===== config.mk =====
export PLATFORM = sky130hd
export DESIGN_NAME = hazard_ctrl_flat
export DESIGN_NICKNAME = d
export VERILOG_FILES = /design/src/rtl/hazard_ctrl_if.sv /design/src/rtl/hazard_ctrl.sv /design/src/flat_wrapper.sv
export SDC_FILE = /design/constraint.sdc
export NUM_CORES = 1
export LEC_CHECK = 0
export CAP_MARGIN = 10
export CORE_ASPECT_RATIO = 1.4
export CORE_MARGIN = 4
export CORE_UTILIZATION = 44
export DETAILED_ROUTE_END_ITERATION = 6
export GPL_TIMING_DRIVEN = 0
export PLACE_DENSITY = 0.77
export SYNTH_ARGS = -nofsm -noshare
export SYNTH_HDL_FRONTEND = slang
export SYNTH_SLANG_ARGS = --single-unit

===== constraint.sdc =====
create_clock -name clk_cpu -period 2.4 [get_ports clk_cpu]
set_clock_uncertainty 0.05 [all_clocks]
set_input_delay 0.48 -clock clk_cpu [delete_from_list [all_inputs] [get_ports clk_cpu]]
set_output_delay 0.48 -clock clk_cpu [all_outputs]
set_load 0.01 [all_outputs]

===== src/rtl/hazard_ctrl_if.sv =====
// rtl/hazard_ctrl_if.sv - pipeline-to-hazard-controller signal bundle
interface hazard_ctrl_if;
  // ID-stage operand usage
  logic [4:0]  rs1_id;
  logic [4:0]  rs2_id;
  logic        rs1_used_id;
  logic        rs2_used_id;
  // EX-stage status
  logic [4:0]  rd_ex;
  logic        memread_ex;
  logic        branch_taken_ex;
  logic        mc_start_ex;
  // MEM-stage data access
  logic        mem_req;
  logic        mem_ready;
  // stop/flush controls for PC, IF/ID, ID/EX, EX/MEM
  logic        stop_pc;
  logic        stop_id;
  logic        flush_id;
  logic        stop_ex;
  logic        flush_ex;
  logic        stop_mem;
  logic        flush_mem;
  // performance counters
  logic [31:0] stall_cycles;
  logic [31:0] flush_count;

  // pipeline side: reports hazards, consumes controls
  modport master (
    output rs1_id, rs2_id, rs1_used_id, rs2_used_id,
    output rd_ex, memread_ex, branch_taken_ex, mc_start_ex,
    output mem_req, mem_ready,
    input  stop_pc, stop_id, flush_id, stop_ex, flush_ex, stop_mem, flush_mem,
    input  stall_cycles, flush_count
  );

  // controller side
  modport slave (
    input  rs1_id, rs2_id, rs1_used_id, rs2_used_id,
    input  rd_ex, memread_ex, branch_taken_ex, mc_start_ex,
    input  mem_req, mem_ready,
    output stop_pc, stop_id, flush_id, stop_ex, flush_ex, stop_mem, flush_mem,
    output stall_cycles, flush_count
  );
endinterface


===== src/rtl/hazard_ctrl.sv =====
// rtl/hazard_ctrl.sv - stall/flush controller for the 5-stage pipeline
module hazard_ctrl #(
  parameter int MC_LATENCY = 32,
  parameter int CNT_W      = 8
) (
  input logic          clk_cpu,
  input logic          rst_cpu,
  hazard_ctrl_if.slave i_hz
);

  typedef enum logic {
    ST_RUN     = 1'b0,
    ST_MC_BUSY = 1'b1
  } state_t;

  // The start cycle is itself a stall, so the busy phase counts down
  // MC_LATENCY-2 further stall cycles and then releases for one cycle.
  localparam logic [CNT_W-1:0] MC_LOAD = CNT_W'(MC_LATENCY - 2);

  state_t           r_state;
  logic [CNT_W-1:0] r_mc_cnt;
  logic [31:0]      r_stall_cycles;
  logic [31:0]      r_flush_count;

  logic w_mem_wait;
  logic w_run;
  logic w_mc_stall;
  logic w_branch;
  logic w_rs1_hit;
  logic w_rs2_hit;
  logic w_load_use;

  logic w_stop_pc;
  logic w_stop_id;
  logic w_flush_id;
  logic w_stop_ex;
  logic w_flush_ex;
  logic w_stop_mem;
  logic w_flush_mem;

  // Hazard detection terms
  assign w_mem_wait = i_hz.mem_req & ~i_hz.mem_ready;
  assign w_run      = (r_state == ST_RUN);

  // In the final busy cycle (count exhausted) mc_start_ex is still high
  // because the op is leaving EX; it must not be taken as a new start.
  assign w_mc_stall = (w_run & i_hz.mc_start_ex) |
                      ((r_state == ST_MC_BUSY) & (r_mc_cnt != '0));

  assign w_branch   = w_run & i_hz.branch_taken_ex;

  assign w_rs1_hit  = i_hz.rs1_used_id & (i_hz.rs1_id == i_hz.rd_ex);
  assign w_rs2_hit  = i_hz.rs2_used_id & (i_hz.rs2_id == i_hz.rd_ex);
  // x0 is never written, so a load to x0 cannot create a dependency
  assign w_load_use = w_run & i_hz.memread_ex & (i_hz.rd_ex != 5'd0) &
                      (w_rs1_hit | w_rs2_hit);

  // Prioritised Mealy control outputs, all quiet while in reset
  always_comb begin
    w_stop_pc   = 1'b0;
    w_stop_id   = 1'b0;
    w_flush_id  = 1'b0;
    w_stop_ex   = 1'b0;
    w_flush_ex  = 1'b0;
    w_stop_mem  = 1'b0;
    w_flush_mem = 1'b0;
    if (!rst_cpu) begin
      if (w_mem_wait) begin
        // freeze everything up to and including EX/MEM
        w_stop_pc  = 1'b1;
        w_stop_id  = 1'b1;
        w_stop_ex  = 1'b1;
        w_stop_mem = 1'b1;
      end else if (w_mc_stall) begin
        // hold the op in EX and send bubbles into MEM
        w_stop_pc   = 1'b1;
        w_stop_id   = 1'b1;
        w_stop_ex   = 1'b1;
        w_flush_mem = 1'b1;
      end else if (w_branch) begin
        // wrong-path IF and ID instructions are discarded, PC redirects
        w_flush_id = 1'b1;
        w_flush_ex = 1'b1;
      end else if (w_load_use) begin
        // hold IF/ID one cycle and inject a bubble behind the load
        w_stop_pc  = 1'b1;
        w_stop_id  = 1'b1;
        w_flush_ex = 1'b1;
      end
    end
  end

  // Multi-cycle op tracking; a memory wait freezes the countdown
  always_ff @(posedge clk_cpu or posedge rst_cpu) begin
    if (rst_cpu) begin
      r_state  <= ST_RUN;
      r_mc_cnt <= '0;
    end else if (!w_mem_wait) begin
      case (r_state)
        ST_RUN: begin
          if (i_hz.mc_start_ex) begin
            r_state  <= ST_MC_BUSY;
            r_mc_cnt <= MC_LOAD;
          end
        end
        ST_MC_BUSY: begin
          if (r_mc_cnt != '0) begin
            r_mc_cnt <= r_mc_cnt - 1'b1;
          end else begin
            r_state <= ST_RUN;
          end
        end
        default: begin
          r_state  <= ST_RUN;
          r_mc_cnt <= '0;
        end
      endcase
    end
  end

  // Stall and flush performance counters, free-running with wrap
  always_ff @(posedge clk_cpu or posedge rst_cpu) begin
    if (rst_cpu) begin
      r_stall_cycles <= '0;
      r_flush_count  <= '0;
    end else begin
      if (w_stop_pc) begin
        r_stall_cycles <= r_stall_cycles + 32'd1;
      end
      if (w_flush_id) begin
        r_flush_count <= r_flush_count + 32'd1;
      end
    end
  end

  assign i_hz.stop_pc      = w_stop_pc;
  assign i_hz.stop_id      = w_stop_id;
  assign i_hz.flush_id     = w_flush_id;
  assign i_hz.stop_ex      = w_stop_ex;
  assign i_hz.flush_ex     = w_flush_ex;
  assign i_hz.stop_mem     = w_stop_mem;
  assign i_hz.flush_mem    = w_flush_mem;
  assign i_hz.stall_cycles = r_stall_cycles;
  assign i_hz.flush_count  = r_flush_count;

endmodule


===== src/flat_wrapper.sv =====
// flat-port wrapper written by rule: the top's interface ports become plain ports
module hazard_ctrl_flat 
#(
  parameter int MC_LATENCY = 32,
  parameter int CNT_W      = 8
)
  (clk_cpu, rst_cpu, i_hz_rs1_id, i_hz_rs2_id, i_hz_rs1_used_id, i_hz_rs2_used_id, i_hz_rd_ex, i_hz_memread_ex, i_hz_branch_taken_ex, i_hz_mc_start_ex, i_hz_mem_req, i_hz_mem_ready, i_hz_stop_pc, i_hz_stop_id, i_hz_flush_id, i_hz_stop_ex, i_hz_flush_ex, i_hz_stop_mem, i_hz_flush_mem, i_hz_stall_cycles, i_hz_flush_count);
  hazard_ctrl_if i_hz_i ();
  input logic clk_cpu;
  input logic rst_cpu;
  input wire logic [$bits(i_hz_i.rs1_id)-1:0] i_hz_rs1_id;
  input wire logic [$bits(i_hz_i.rs2_id)-1:0] i_hz_rs2_id;
  input wire logic [$bits(i_hz_i.rs1_used_id)-1:0] i_hz_rs1_used_id;
  input wire logic [$bits(i_hz_i.rs2_used_id)-1:0] i_hz_rs2_used_id;
  input wire logic [$bits(i_hz_i.rd_ex)-1:0] i_hz_rd_ex;
  input wire logic [$bits(i_hz_i.memread_ex)-1:0] i_hz_memread_ex;
  input wire logic [$bits(i_hz_i.branch_taken_ex)-1:0] i_hz_branch_taken_ex;
  input wire logic [$bits(i_hz_i.mc_start_ex)-1:0] i_hz_mc_start_ex;
  input wire logic [$bits(i_hz_i.mem_req)-1:0] i_hz_mem_req;
  input wire logic [$bits(i_hz_i.mem_ready)-1:0] i_hz_mem_ready;
  output wire logic [$bits(i_hz_i.stop_pc)-1:0] i_hz_stop_pc;
  output wire logic [$bits(i_hz_i.stop_id)-1:0] i_hz_stop_id;
  output wire logic [$bits(i_hz_i.flush_id)-1:0] i_hz_flush_id;
  output wire logic [$bits(i_hz_i.stop_ex)-1:0] i_hz_stop_ex;
  output wire logic [$bits(i_hz_i.flush_ex)-1:0] i_hz_flush_ex;
  output wire logic [$bits(i_hz_i.stop_mem)-1:0] i_hz_stop_mem;
  output wire logic [$bits(i_hz_i.flush_mem)-1:0] i_hz_flush_mem;
  output wire logic [$bits(i_hz_i.stall_cycles)-1:0] i_hz_stall_cycles;
  output wire logic [$bits(i_hz_i.flush_count)-1:0] i_hz_flush_count;
  assign i_hz_i.rs1_id = i_hz_rs1_id;
  assign i_hz_i.rs2_id = i_hz_rs2_id;
  assign i_hz_i.rs1_used_id = i_hz_rs1_used_id;
  assign i_hz_i.rs2_used_id = i_hz_rs2_used_id;
  assign i_hz_i.rd_ex = i_hz_rd_ex;
  assign i_hz_i.memread_ex = i_hz_memread_ex;
  assign i_hz_i.branch_taken_ex = i_hz_branch_taken_ex;
  assign i_hz_i.mc_start_ex = i_hz_mc_start_ex;
  assign i_hz_i.mem_req = i_hz_mem_req;
  assign i_hz_i.mem_ready = i_hz_mem_ready;
  assign i_hz_stop_pc = i_hz_i.stop_pc;
  assign i_hz_stop_id = i_hz_i.stop_id;
  assign i_hz_flush_id = i_hz_i.flush_id;
  assign i_hz_stop_ex = i_hz_i.stop_ex;
  assign i_hz_flush_ex = i_hz_i.flush_ex;
  assign i_hz_stop_mem = i_hz_i.stop_mem;
  assign i_hz_flush_mem = i_hz_i.flush_mem;
  assign i_hz_stall_cycles = i_hz_i.stall_cycles;
  assign i_hz_flush_count = i_hz_i.flush_count;
  hazard_ctrl #(.MC_LATENCY(MC_LATENCY), .CNT_W(CNT_W)) u_core (.clk_cpu(clk_cpu), .rst_cpu(rst_cpu), .i_hz(i_hz_i));
endmodule

==> summary.log <==
INFO  job            cap_viol_max_count=0
INFO  cells_and_area layout.cells.most_common=sky130_fd_sc_hd__clkdlybuf4s50_1
INFO  power          switching_fraction_of_total_power=29.51%
INFO  routing        wl=8.849mm
INFO  worst_setup_path worst-path-max-fanout=2
INFO  worst_hold_path hp-class=input port to async pin
INFO  power          pwr-share-clk=30.4%
INFO  power          power.density_cell_area=624.9nW/µm²
INFO  cells_and_area multi_input_comb_area=1815µm²
INFO  grt            vias_in_the_first_global_route=3,085
INFO  run_status     failed_checks=negative setup slack
INFO  cells_and_area nNetsFinal=489
INFO  die            core_area=7845µm²
INFO  sta            setup_viol=3
INFO  logic_synthesis syn_avg_cell_area=10.57µm²
INFO  power          power.sequential.fraction=46.5%
INFO  sta            final.setup.worst_slack=-0.1283ns
INFO  die            die_height=114.6µm
INFO  sta            rsz0062_at_grt=true
INFO  routing        detailroute.via_count=3,034
INFO  cells_and_area area_delta_synth_final=44.71%
INFO  grt            grt_use_total=17.97%
INFO  cells_and_area post_layout_nonfiller_instances=566
INFO  placed_design  dpl.cell_count=533
INFO  clock_tree     clkLatencyLatePin=0.34ns
INFO  power          power.share.combinational=23.2%
INFO  power          p_int=2.278mW
INFO  logic_synthesis ys_dominant_reg_cell=sky130_fd_sc_hd__dfrtp_1
INFO  clock_tree     cts_made_buffers=9
INFO  placed_design  place.detailed.hpwl=6.213mm
INFO  worst_setup_path critPathMaxStageDelay=0.41ns
INFO  sta            timing_max_transition_violations_final=0
INFO  sta            maxSlewHeadroom=60.57%
INFO  clock_tree     clk_transition_reported_paths=0.08ns
INFO  sta            final_min_period_over_clock_period=105.3%
INFO  run_status     status=complete, but fails checks
INFO  logic_synthesis async_reset_ff_share=100.0%
INFO  logic_synthesis yosys_warnings=0
INFO  logic_synthesis synth_sequential_area_ratio=51.12%
INFO  cells_and_area final_layout_size_suffix_gt1_share=17.17%
INFO  sta            totalNegativeSetupSlack=-0.2632ns
INFO  grt            grt_pass1_wl=14.24mm
INFO  clock_tree     tritoncts=yes
INFO  worst_setup_path start_kind=register
INFO  worst_setup_path crit_chain=or3_4 > o41ai_4 > buf_4 > buf_4 > nand2b_4 > nor2_1 > buf_2
INFO  clock_tree     cts_htree_levels=3
INFO  die            die_ar=9648µm²
INFO  logic_synthesis synthDistinctLibCells=45
INFO  die            ios=95
INFO  power          leakage=2.270nW
INFO  logic_synthesis synthCells=338
INFO  die            floorplan.rows=38
INFO  cells_and_area area.sequential=1827µm²
INFO  clock_tree     ctsLongestPathBuffers=2
INFO  worst_setup_path cp_common_cell=sky130_fd_sc_hd__buf_4
INFO  worst_setup_path cp_capture_type=output port
INFO  sta            final-hold-violation-count=0
INFO  routing        ant_nets=0
INFO  sta            fin_crit=2.528ns
INFO  routing        detailedRoute.firstPassIterationCount=6
INFO  clock_tree     tritoncts_num_sinks=73
INFO  sta            worst-slew-pin-transition=0.5914ns
INFO  routing        routed_wire_length_per_instance=15.63µm
INFO  grt            gr-total-overflow=0
INFO  worst_setup_path reg_to_reg_slack_setup=0.10ns
INFO  grt            grt_max_degree=27
INFO  clock_tree     clk_root_buffer_cell=sky130_fd_sc_hd__clkbuf_8
INFO  sta            fin_worst_hold_slack=0.3906ns
INFO  clock_tree     ctsHoldBuffers=0
INFO  power          power_switching=0.9535mW
INFO  routing        drc=0
INFO  cells_and_area num_antenna_cells=0
INFO  cells_and_area final_cell_mix=78 x sky130_fd_sc_hd__clkdlybuf4s50_1, 73 x sky130_fd_sc_hd__dfrtp_1, 60 x sky130_fd_sc_hd__xnor2_1, 34 x sky130_fd_sc_hd__nand2_1, 26 x sky130_fd_sc_hd__nand3_1
INFO  placed_design  placer_congestion=0.8354
INFO  logic_synthesis synth-edff-count=0
INFO  routing        drt_first_iter_violations=107
INFO  worst_setup_path crit_required=1.87ns
INFO  logic_synthesis synth.ff_latch_count=73
INFO  worst_setup_path critical-path-slowest-cell=sky130_fd_sc_hd__or3_4
INFO  grt            grt_antenna_before_repair=0
INFO  die            chip_width=84.17µm
INFO  worst_setup_path worstSetupPathType=register to output port
INFO  worst_setup_path critPathArrivalTime=2.00ns
INFO  routing        detail_route.vias_per_cell=5.360
INFO  sta            fmax=395.5MHz
INFO  die            start_util=45.55%
INFO  logic_synthesis syn-num-nets=366
INFO  placed_design  detailedPlace.worstSlack=-1.032ns
INFO  placed_design  postPlaceCellArea=4676µm²
INFO  cells_and_area layout.cell_area.non_filler=5171µm²
INFO  cells_and_area nFillCells=635
INFO  placed_design  port_buffers=93
INFO  power          peakVddDrop=424.8µV
INFO  logic_synthesis synth.cell_area=3573µm²
[Yosys cell counts, types with 2 or more instances]
| master | number | share of area (%) |
|---|---|---|
| sky130_fd_sc_hd__a21oi_1 | 3 | 0.42 |
| sky130_fd_sc_hd__and2_1 | 4 | 0.70 |
| sky130_fd_sc_hd__and3_1 | 12 | 2.1 |
| sky130_fd_sc_hd__and4_1 | 4 | 0.98 |
| sky130_fd_sc_hd__buf_6 | 2 | 0.63 |
| sky130_fd_sc_hd__clkbuf_1 | 3 | 0.32 |
| sky130_fd_sc_hd__dfrtp_1 | 73 | 51 |
| sky130_fd_sc_hd__ha_1 | 4 | 1.4 |
| sky130_fd_sc_hd__inv_1 | 8 | 0.84 |
| sky130_fd_sc_hd__mux2_2 | 2 | 0.63 |
| sky130_fd_sc_hd__nand2_1 | 37 | 3.9 |
| sky130_fd_sc_hd__nand2b_1 | 2 | 0.35 |
| sky130_fd_sc_hd__nand3_1 | 28 | 3.9 |
| sky130_fd_sc_hd__nand4_1 | 23 | 4.0 |
| sky130_fd_sc_hd__nor2_1 | 17 | 1.8 |
| sky130_fd_sc_hd__nor2b_1 | 2 | 0.35 |
| sky130_fd_sc_hd__nor3_1 | 8 | 1.1 |
| sky130_fd_sc_hd__nor4_1 | 2 | 0.35 |
| sky130_fd_sc_hd__o21ai_0 | 5 | 0.70 |
| sky130_fd_sc_hd__o31ai_1 | 2 | 0.42 |
| sky130_fd_sc_hd__or2_2 | 3 | 0.53 |
| sky130_fd_sc_hd__xnor2_1 | 60 | 15 |
| sky130_fd_sc_hd__xor2_1 | 12 | 2.9 |
[area by class of cell]
type / instances / area share (%)
Buffer: 5 / 0.6533
Timing Repair Buffer: 114 / 21.90
Multi-Input combinational cell: 250 / 35.11
Tap cell: 100 / 2.420
Clock inverter: 6 / 1.282
Sequential cell: 73 / 35.33
Clock buffer: 10 / 2.662
Inverter: 8 / 0.6533
[kinds of logic after synthesis]
| kind of cell | after synthesis | synth area share [%] |
|---|---|---|
| AND/OR/NAND/NOR | 152 | 22.72 |
| flip-flops | 73 | 51.12 |
| XOR/XNOR | 72 | 17.65 |
| AO/OA/AOI/OAI | 20 | 4.342 |
| buffers and inverters | 15 | 2.136 |
| adder cells (fa/ha/maj) | 4 | 1.401 |
| multiplexers | 2 | 0.6302 |
[flip-flops by register name, indices dropped and copies added, names as in the netlist]
| register | cells |
|---|---|
| u_core.i_hz.flush_count | 32 |
| u_core.r_mc_cnt | 8 |
| u_core.r_state | 1 |
| u_core.i_hz.stall_cycles | 32 |
[critical path: cells and delay by family (launching register included)]
| family | cells | cell delay (ns) |
|---|---|---|
| compound gates | 1 | 0.26 |
| buf+inv | 3 | 0.44 |
| flops | 1 | 0.38 |
| simple gates | 3 | 0.58 |
[what timing repair did]
action / 4_1_cts / 5_1_grt
endpoints found under the setup margin: 28 / 38
setup buffers: 10 / 8
resized for setup: 36 / 37
pin swaps: 8 / 13
gates cloned: 1 / 0
[path summary, 6_finish.rpt]
kind	from	endpoint	cells after the start
max	u_core.r_mc_cnt[4]	i_hz_flush_mem	7
max reg2reg	u_core.r_mc_cnt[4]	u_core.i_hz.flush_count[31]	9
min	rst_cpu	u_core.r_state	2
min in group clk_cpu	u_core.i_hz.flush_count[31]	u_core.i_hz.flush_count[31]	1
max in group asynchronous	rst_cpu	u_core.i_hz.flush_count[26]	4
min reg2reg	u_core.i_hz.flush_count[31]	u_core.i_hz.flush_count[31]	1
[stage by stage]
stage | power (mW) | util (%)
2_1_floorplan | 1.846 | -
3_3_place_gp | 2.130 | 59.09
3_5_place_dp | 2.163 | 59.60
4_1_cts | 3.181 | 63.89
5_1_grt | 3.394 | 65.92
6_report | 3.231 | 65.92
[power by group through the flow]
stage / clock [mW] / sequential (mW) / combinational [mW]
2_1_floorplan: 0 / 1.53 / 0.316
3_3_place_gp: 0 / 1.52 / 0.613
3_5_place_dp: 0 / 1.52 / 0.640
4_1_cts: 1.00 / 1.50 / 0.685
5_1_grt: 1.06 / 1.52 / 0.814
6_report: 0.981 / 1.50 / 0.748
[routing by layer]
| layer | up-vias | GRT usage, % | share of wire (%) |
|---|---|---|---|
| met5 | - | 0 | 0 |
| met4 | 0 | 6.330 | 0.80 |
| met3 | 8 | 3.240 | 4.5 |
| met2 | 74 | 32.24 | 54 |
| met1 | 1522 | 21.48 | 40 |
| li1 | 1430 | - | - |
(Power assumes the default switching activity.)
